==> config.mk <==
export PLATFORM = sky130hd
export DESIGN_NAME = pipo_rr_arbiter
export DESIGN_NICKNAME = d
export VERILOG_FILES = /design/src/rtl/pipo_rr_arbiter.sv
export SDC_FILE = /design/constraint.sdc
export NUM_CORES = 1
export LEC_CHECK = 0
export ABC_AREA = 1
export CORE_MARGIN = 1.5
export CORE_UTILIZATION = 30
export CTS_CLUSTER_SIZE = 25
export DETAILED_ROUTE_END_ITERATION = 6
export HOLD_SLACK_MARGIN = 0.05
export PLACE_DENSITY = 0.59
export SLEW_MARGIN = 25
export SYNTH_ARGS = -nofsm -noshare
export SYNTH_HDL_FRONTEND = slang
export SYNTH_SLANG_ARGS = --single-unit
==> constraint.sdc <==
create_clock -name clk -period 2.95 [get_ports clk]
set_clock_uncertainty 0.05 [all_clocks]
set_input_delay 0.885 -clock clk [delete_from_list [all_inputs] [get_ports clk]]
set_output_delay 0.885 -clock clk [all_outputs]
set_load 0.05 [all_outputs]
==> src/rtl/pipo_rr_arbiter.sv <==
// rtl/pipo_rr_arbiter.sv - round-robin load sequencer for a shared PIPO register (optional q_par via PIPO_ARB_PARITY_EN)
module pipo_rr_arbiter #(
  parameter int NREQ        = 4,
  parameter int WIDTH       = 8,
  parameter int HOLD_CYCLES = 2
) (
  input  logic                     clk,
  input  logic                     reset_n,
  input  logic [NREQ-1:0]          req,
  input  logic [NREQ*WIDTH-1:0]    data,
  output logic [NREQ-1:0]          gnt,
  output logic [WIDTH-1:0]         q,
  output logic                     q_valid,
  output logic [$clog2(NREQ)-1:0]  q_owner,
`ifdef PIPO_ARB_PARITY_EN
  output logic                     q_par,
`endif
  output logic                     busy
);

  localparam int OWNER_W = $clog2(NREQ);
  localparam logic [3:0] HOLD_INIT = (HOLD_CYCLES > 0) ? 4'(HOLD_CYCLES - 1) : 4'd0;
  localparam logic [NREQ-1:0] ONE = {{(NREQ-1){1'b0}}, 1'b1};

  typedef enum logic [1:0] {
    ST_IDLE,
    ST_LOAD,
    ST_HOLD
  } state_t;

  state_t               state;
  logic [OWNER_W-1:0]   last_owner;
  logic [OWNER_W-1:0]   winner;
  logic [OWNER_W-1:0]   cand;
  logic [3:0]           cnt;

  // Rotating priority search: scan downward in distance so the nearest requester after last_owner wins.
  always_comb begin
    winner = last_owner;
    cand   = last_owner;
    for (int i = NREQ; i >= 1; i--) begin
      cand = OWNER_W'((int'(last_owner) + i) % NREQ);
      if (req[cand]) winner = cand;
    end
  end

  // Sequencer: grant for one cycle, capture the owner's word, then hold before re-arbitrating.
  always_ff @(posedge clk or negedge reset_n) begin
    if (!reset_n) begin
      state      <= ST_IDLE;
      gnt        <= '0;
      q          <= '0;
      q_valid    <= 1'b0;
      q_owner    <= '0;
      busy       <= 1'b0;
      last_owner <= OWNER_W'(NREQ - 1);
      cnt        <= 4'd0;
`ifdef PIPO_ARB_PARITY_EN
      q_par      <= 1'b0;
`endif
    end else begin
      q_valid <= 1'b0;
      case (state)
        ST_IDLE: begin
          if (|req) begin
            gnt     <= ONE << winner;
            q_owner <= winner;
            busy    <= 1'b1;
            state   <= ST_LOAD;
          end
        end
        ST_LOAD: begin
          q          <= data[q_owner*WIDTH +: WIDTH];
`ifdef PIPO_ARB_PARITY_EN
          q_par      <= ^data[q_owner*WIDTH +: WIDTH];
`endif
          q_valid    <= 1'b1;
          gnt        <= '0;
          last_owner <= q_owner;
          if (HOLD_CYCLES > 0) begin
            cnt   <= HOLD_INIT;
            state <= ST_HOLD;
          end else begin
            busy  <= 1'b0;
            state <= ST_IDLE;
          end
        end
        ST_HOLD: begin
          if (cnt == 4'd0) begin
            busy  <= 1'b0;
            state <= ST_IDLE;
          end else begin
            cnt <= cnt - 4'd1;
          end
        end
        default: begin
          gnt   <= '0;
          busy  <= 1'b0;
          state <= ST_IDLE;
        end
      endcase
    end
  end

endmodule

==> flow_metrics.env, run 1 <==
export IMPL_ir_worst_vdd_uv=589.3
export IMPL_gp_congestion=0.7736
export IMPL_design_core_area_um2=4414
export IMPL_final_layout_size_suffix_gt1_share_pct=12.35
export IMPL_die_y_um=71.04
export IMPL_root_buffer="clkbuf_8"
export IMPL_die_area_um2=5047
export IMPL_ys_seq_area_share_pct=43.42
export IMPL_synth_top_area_share_pct=39.64
export IMPL_clkLatencyLatePin_ns=0.26
export IMPL_clk_pin_slew_worst_paths_ns=0.08
export IMPL_vias_per_cell=4.573
export IMPL_cp_top_family="buffers and inverters"
export IMPL_combPwrFrac_pct=66.0
export IMPL_antenna_found_initial=0
export IMPL_required_ns=2.02
export IMPL_numCtsBuffers=3
export IMPL_cp_arrival_ns=1.45
export IMPL_slowest_delay_ns=0.82
export IMPL_synthTopCellsByArea="dfrtp_1, nand2_1, o21ai_0"
export IMPL_dp_hpwl_um=2535
export IMPL_cp_max_fo=2
export IMPL_ff2ff_setup_slack_ns=1.37
export IMPL_row_count=24
export IMPL_slew_violations=0
export IMPL_drv_cap=0
export IMPL_power_density_nw_per_um2=1125
export IMPL_slowest_stage="clkdlybuf4s50_1"
export IMPL_syn_inst=189
export IMPL_hold_buffers=0
export IMPL_grt_use_total_pct=14.34
export IMPL_drc=0
export IMPL_grt_max_degree=25
export IMPL_worst_pin_slew_ns=0.5371
export IMPL_fin_nets=283
export IMPL_routedWlPerCell_um=11.94
export IMPL_grt_pass1_vias=1310
export IMPL_power_frac_clock_pct=8.8
export IMPL_layout_commonest_cell="nand2_1"
export IMPL_finalWirelength_um=3523
export IMPL_clk_path_buf_depth=2
export IMPL_fp_dieW_um=71.04
export IMPL_synth_area_um2=1389
export IMPL_ys_warnings_count=0
export IMPL_numClockSinks=24
export IMPL_cts_tree="yes"
export IMPL_power_internal_mw=1.098
export IMPL_end_kind="primary output"
export IMPL_htreeDepth=1
export IMPL_io_pins=54
export IMPL_p_switching_mw=1.174
export IMPL_crit_chain="clkdlybuf4s50_1"
export IMPL_p_seq_share_pct=25.3
export IMPL_n_fill_cell=437
export IMPL_path_class="reg -> out"
export IMPL_stdcell_area_um2=2019
export IMPL_placed_area_um2=1974
export IMPL_period_share_pct=80.89
export IMPL_rsz0062_at_grt="no"
export IMPL_syn_avg_cell_area_um2=7.348
export IMPL_power_leakage_nw=0.9469
export IMPL_hold_path_class="reg -> reg"
export IMPL_cp_start_kind="flip-flop"
export IMPL_grt_overflow_total=0
export IMPL_numPortBuffers=53
export IMPL_area_growth_pct=45.41
export IMPL_fin_setup_tns_ns=0
export IMPL_yosys_area_top_type="dfrtp_1"
export IMPL_synth_fp_nets=228
export IMPL_relSlewSlack_pct=64.08
export IMPL_final_cell_mix="nand2_1, clkdlybuf4s50_1, dfrtp_1"
export IMPL_ant_nets=0
export IMPL_first_pass_iters=4
export IMPL_initial_core_util_pct=31.46
export IMPL_drtIter0Drc=48
export IMPL_synth_seq_cells=24
export IMPL_cts_setup_buffers=0
export IMPL_grt_first_pass_wirelength_um=5927
export IMPL_finalSetupViolCount=0
export IMPL_status="finished, final reports clean"
export IMPL_diodes=0
export IMPL_hold_viol_final=0
export IMPL_path_buf_inv=1
export IMPL_num_vias=1349
export IMPL_fmax_ghz=0.4191
export IMPL_ctsResizeCount=0
export IMPL_min_period_ns=2.386
export IMPL_ys_types=26
export IMPL_switching_share_pct=51.69
layout make-up:
cell class                 count  area, um2  share of cell area [%]
multi-input combinational    140      670.6                   33.21
sequential                    24      603.1                   29.86
timing repair buffer          57      560.5                   27.76
inverter                      18      75.07                   3.717
tap                           52      65.06                   3.222
clock buffer                   4      45.04                   2.230
power groups by stage:
| stage | clock [mW] | combinational, mW | sequential (mW) |
|---|---|---|---|
| floorplan | 0 | 0.788 | 0.879 |
| global placement | 0 | 1.50 | 0.585 |
| detailed placement | 0 | 1.51 | 0.581 |
| CTS | 0.207 | 1.51 | 0.576 |
| global route | 0.217 | 1.65 | 0.595 |
| finish | 0.199 | 1.50 | 0.574 |
cells in the mapped netlist, drive strengths merged:
master  instances
nand2          72
ha              1
o21ai          19
buf             4
nor2           20
nand3           7
a21boi          1
o41ai           2
xor2            1
clkbuf          3
xnor2           1
o22ai           9
a31oi           1
nand4           2
dfrtp          22
a21oi           4
dfstp           2
inv            18
kinds of logic (layout without fill, tap and decap cells):
kind of cell	Yosys count	count (layout)	synth area share, %
compound gates	36	36	15.14
xor+xnor	2	2	1.261
fa+ha+maj	1	1	0.9008
buf+inv	25	79	8.288
flops	24	24	43.42
simple gates	101	101	30.99
final timing paths:
kind | start | to | cells past startpoint
max | gnt[1] | gnt[1] | 1
min | q[2] | q[2] | 2
max reg2reg | state[0] | busy | 7
min reg2reg | q[2] | q[2] | 2
max in group asynchronous | reset_n | last_owner[0] | 2
min in group asynchronous | reset_n | state[1] | 2
per-stage QoR:
step | instances | hold WS (ns) | utilization [%] | setup slack (ns) | power, mW
global placement | 291 | 0.4127 | 44.73 | 0.6590 | 2.090
floorplan | 189 | 0.4544 | - | 1.294 | 1.667
finish | 295 | 0.4355 | 45.75 | 0.5638 | 2.272
detailed placement | 291 | 0.4152 | 44.73 | 0.6368 | 2.087
global route | 295 | 0.4564 | 45.75 | 0.5264 | 2.463
CTS | 295 | 0.4375 | 45.75 | 0.5551 | 2.295
sequential cells by signal (all words and copies together) (netlist names):
register	cells
last_owner	2
q_owner	2
state	2
q_valid	1
gnt	4
cnt	4
q	8
busy	1
worst min-delay path: cells and delay by family (launching register included):
kind / cells / cell delay, ns
flops: 1 / 0.35
simple gates: 2 / 0.11
per-layer routing:
layer / vias to the layer above / part of all wire (%) / global-route usage [%]
met5: - / 0 / 0
met1: 583 / 54 / 21.20
met3: 2 / 7.2 / 2.707
met2: 41 / 39 / 22.01
met4: 0 / 0.31 / 2.935
li1: 723 / - / -
Note: power is estimated with default switching activity, not from simulation.
==> run 2: changes to the inputs <==
Settings changed: PLACE_DENSITY 0.59 to 0.61.
Clock period 2.95 ns to 1.96 ns, I/O delays scaled along.
==> run 2 against run 1 <==
Compared with the run above: via count rose by 2.7%; design area rose by 1.7%; clock-buffer cell count fell by 1; register-to-register slack got worse by 0.96 ns; die area did not move; global-route usage barely moved; routed wire length rose by 0.23%; first-iteration DRC count fell by 6.3%; non-clock buffer count rose by 3; clock power rose by 110%; hold slack improved by 0.0041 ns; critical endpoint is now q_owner[0]; largest cell class unchanged.
==> flow_metrics.env, run 2 (synthesis results as in run 1) <==
export IMPL_status="finished, final reports clean"
export IMPL_final_util_pct=46.51
export IMPL_post_place_ws_ns=-0.01255
export IMPL_placed_area_um2=1982
export IMPL_cp_start_kind="flip-flop"
export IMPL_power_leakage_nw=1.005
export IMPL_finalSetupViolCount=0
export IMPL_row_count=24
export IMPL_ir_worst_vdd_uv=819.2
export IMPL_htreeDepth=1
export IMPL_slowest_delay_ns=0.58
export IMPL_antenna_found_initial=0
export IMPL_required_ns=1.32
export IMPL_timing_final_ws_setup_ns=0.2862
export IMPL_numCtsBuffers=3
export IMPL_n_fill_cell=441
export IMPL_grt_max_degree=25
export IMPL_vias_per_cell=4.648
export IMPL_seq_area_um2=603.1
export IMPL_area_growth_pct=47.84
export IMPL_io_pins=54
export IMPL_dp_hpwl_um=2706
export IMPL_drtIter0Drc=45
export IMPL_finalWirelength_um=3531
export IMPL_path_buf_inv=1
export IMPL_largest_registers="q: 8 flops, cnt: 4 flops, gnt: 4 flops"
export IMPL_final_cells=298
export IMPL_hold_path_class="reg -> reg"
export IMPL_grt_first_pass_wirelength_um=5802
export IMPL_fin_nets=286
export IMPL_power_mw=3.592
export IMPL_first_pass_iters=4
export IMPL_cts_tree="yes"
export IMPL_fp_dieW_um=71.04
export IMPL_ant_nets=0
export IMPL_power_density_nw_per_um2=1749
export IMPL_ctsResizeCount=0
export IMPL_die_area_um2=5047
export IMPL_design_core_area_um2=4414
export IMPL_end_kind="primary output"
export IMPL_diodes=0
export IMPL_hold_viol_final=0
export IMPL_min_period_ns=1.674
export IMPL_period_share_pct=85.40
export IMPL_path_class="reg -> out"
export IMPL_final_cell_mix="nand2_1, clkdlybuf4s50_1, dfrtp_1"
export IMPL_drc=0
export IMPL_initial_core_util_pct=31.46
export IMPL_worst_pin_slew_ns=0.3889
export IMPL_num_vias=1385
export IMPL_routedWlPerCell_um=11.85
export IMPL_root_buffer="clkbuf_8"
export IMPL_hold_buffers=0
export IMPL_cp_arrival_ns=1.04
export IMPL_layout_commonest_cell="nand2_1"
export IMPL_clk_path_buf_depth=2
export IMPL_slew_violations=0
export IMPL_cts_setup_buffers=0
export IMPL_gp_congestion=0.8413
export IMPL_place_inst=294
export IMPL_crit_chain="buf_12"
export IMPL_cp_top_family="flip-flops"
export IMPL_die_y_um=71.04
export IMPL_grt_pass1_vias=1252
export IMPL_largest_reg_flops=8
export IMPL_cp_max_fo=9
export IMPL_multi_input_area_um2=670.6
export IMPL_rsz0062_at_grt="no"
export IMPL_final_layout_size_suffix_gt1_share_pct=20.33
export IMPL_numClockSinks=24
export IMPL_numPortBuffers=53
export IMPL_relSlewSlack_pct=74.07
export IMPL_drv_cap=0
export IMPL_clk_pin_slew_worst_paths_ns=0.08
export IMPL_regMostFlops="q"
export IMPL_slowest_stage="dfrtp_1"
export IMPL_grt_use_total_pct=14.32
export IMPL_fmax_ghz=0.5974
export IMPL_grt_overflow_total=0
export IMPL_clkLatencyLatePin_ns=0.26
export IMPL_stdcell_area_um2=2053
## run 2: changes by cell type in the layout (fill, tap and decap cells not counted), sizes merged
cell	delta
clkdlybuf4s50	-16
bufinv	+1
buf	+19
clkbuf	-1
## run 2: cell type report
cell class | count | area share (%)
inverter | 18 | 3.656
tap | 52 | 3.169
timing repair buffer | 60 | 27.67
sequential | 24 | 29.37
multi-input combinational | 140 | 32.66
clock buffer | 3 | 2.011
clock inverter | 1 | 1.463
## run 2: metrics by stage
| stage | hold WS (ns) | setup TNS [ns] |
|---|---|---|
| finish | 0.4396 | 0 |
| global route | 0.4661 | 0 |
| CTS | 0.4435 | 0 |
| detailed placement | 0.4207 | -0.01255 |
| global placement | 0.4143 | 0 |
| floorplan | 0.2424 | 0 |
## run 2: report_power, final
group / switching (mW) / leakage, nW / total (mW) / internal (mW)
clock network: 0.154 / 0.0357 / 0.427 / 0.273
registers: 0.185 / 0.298 / 0.916 / 0.731
logic: 1.44 / 0.671 / 2.25 / 0.812
total: 1.78 / 1.00 / 3.59 / 1.82
## run 2: final timing paths
kind | from | cells past startpoint | slack [ns] | endpoint
worst max-delay path | q_owner[0] | 1 | 0.29 | q_owner[0]
worst min-delay path | gnt[3] | 2 | 0.44 | gnt[3]
worst max register to register | last_owner[0] | 9 | 0.41 | gnt[1]
worst min register to register | gnt[3] | 2 | 0.44 | gnt[3]
max in group asynchronous | reset_n | 2 | 0.95 | last_owner[0]
min in group asynchronous | reset_n | 2 | 0.63 | q[4]
## run 2: layer usage
metal	part of all wire [%]	GRT usage (%)	vias to the layer above
met2	45	22.95	37
met4	0.48	2.516	0
met3	6.4	3.704	2
met5	0	0	-
li1	-	-	724
met1	48	19.87	622
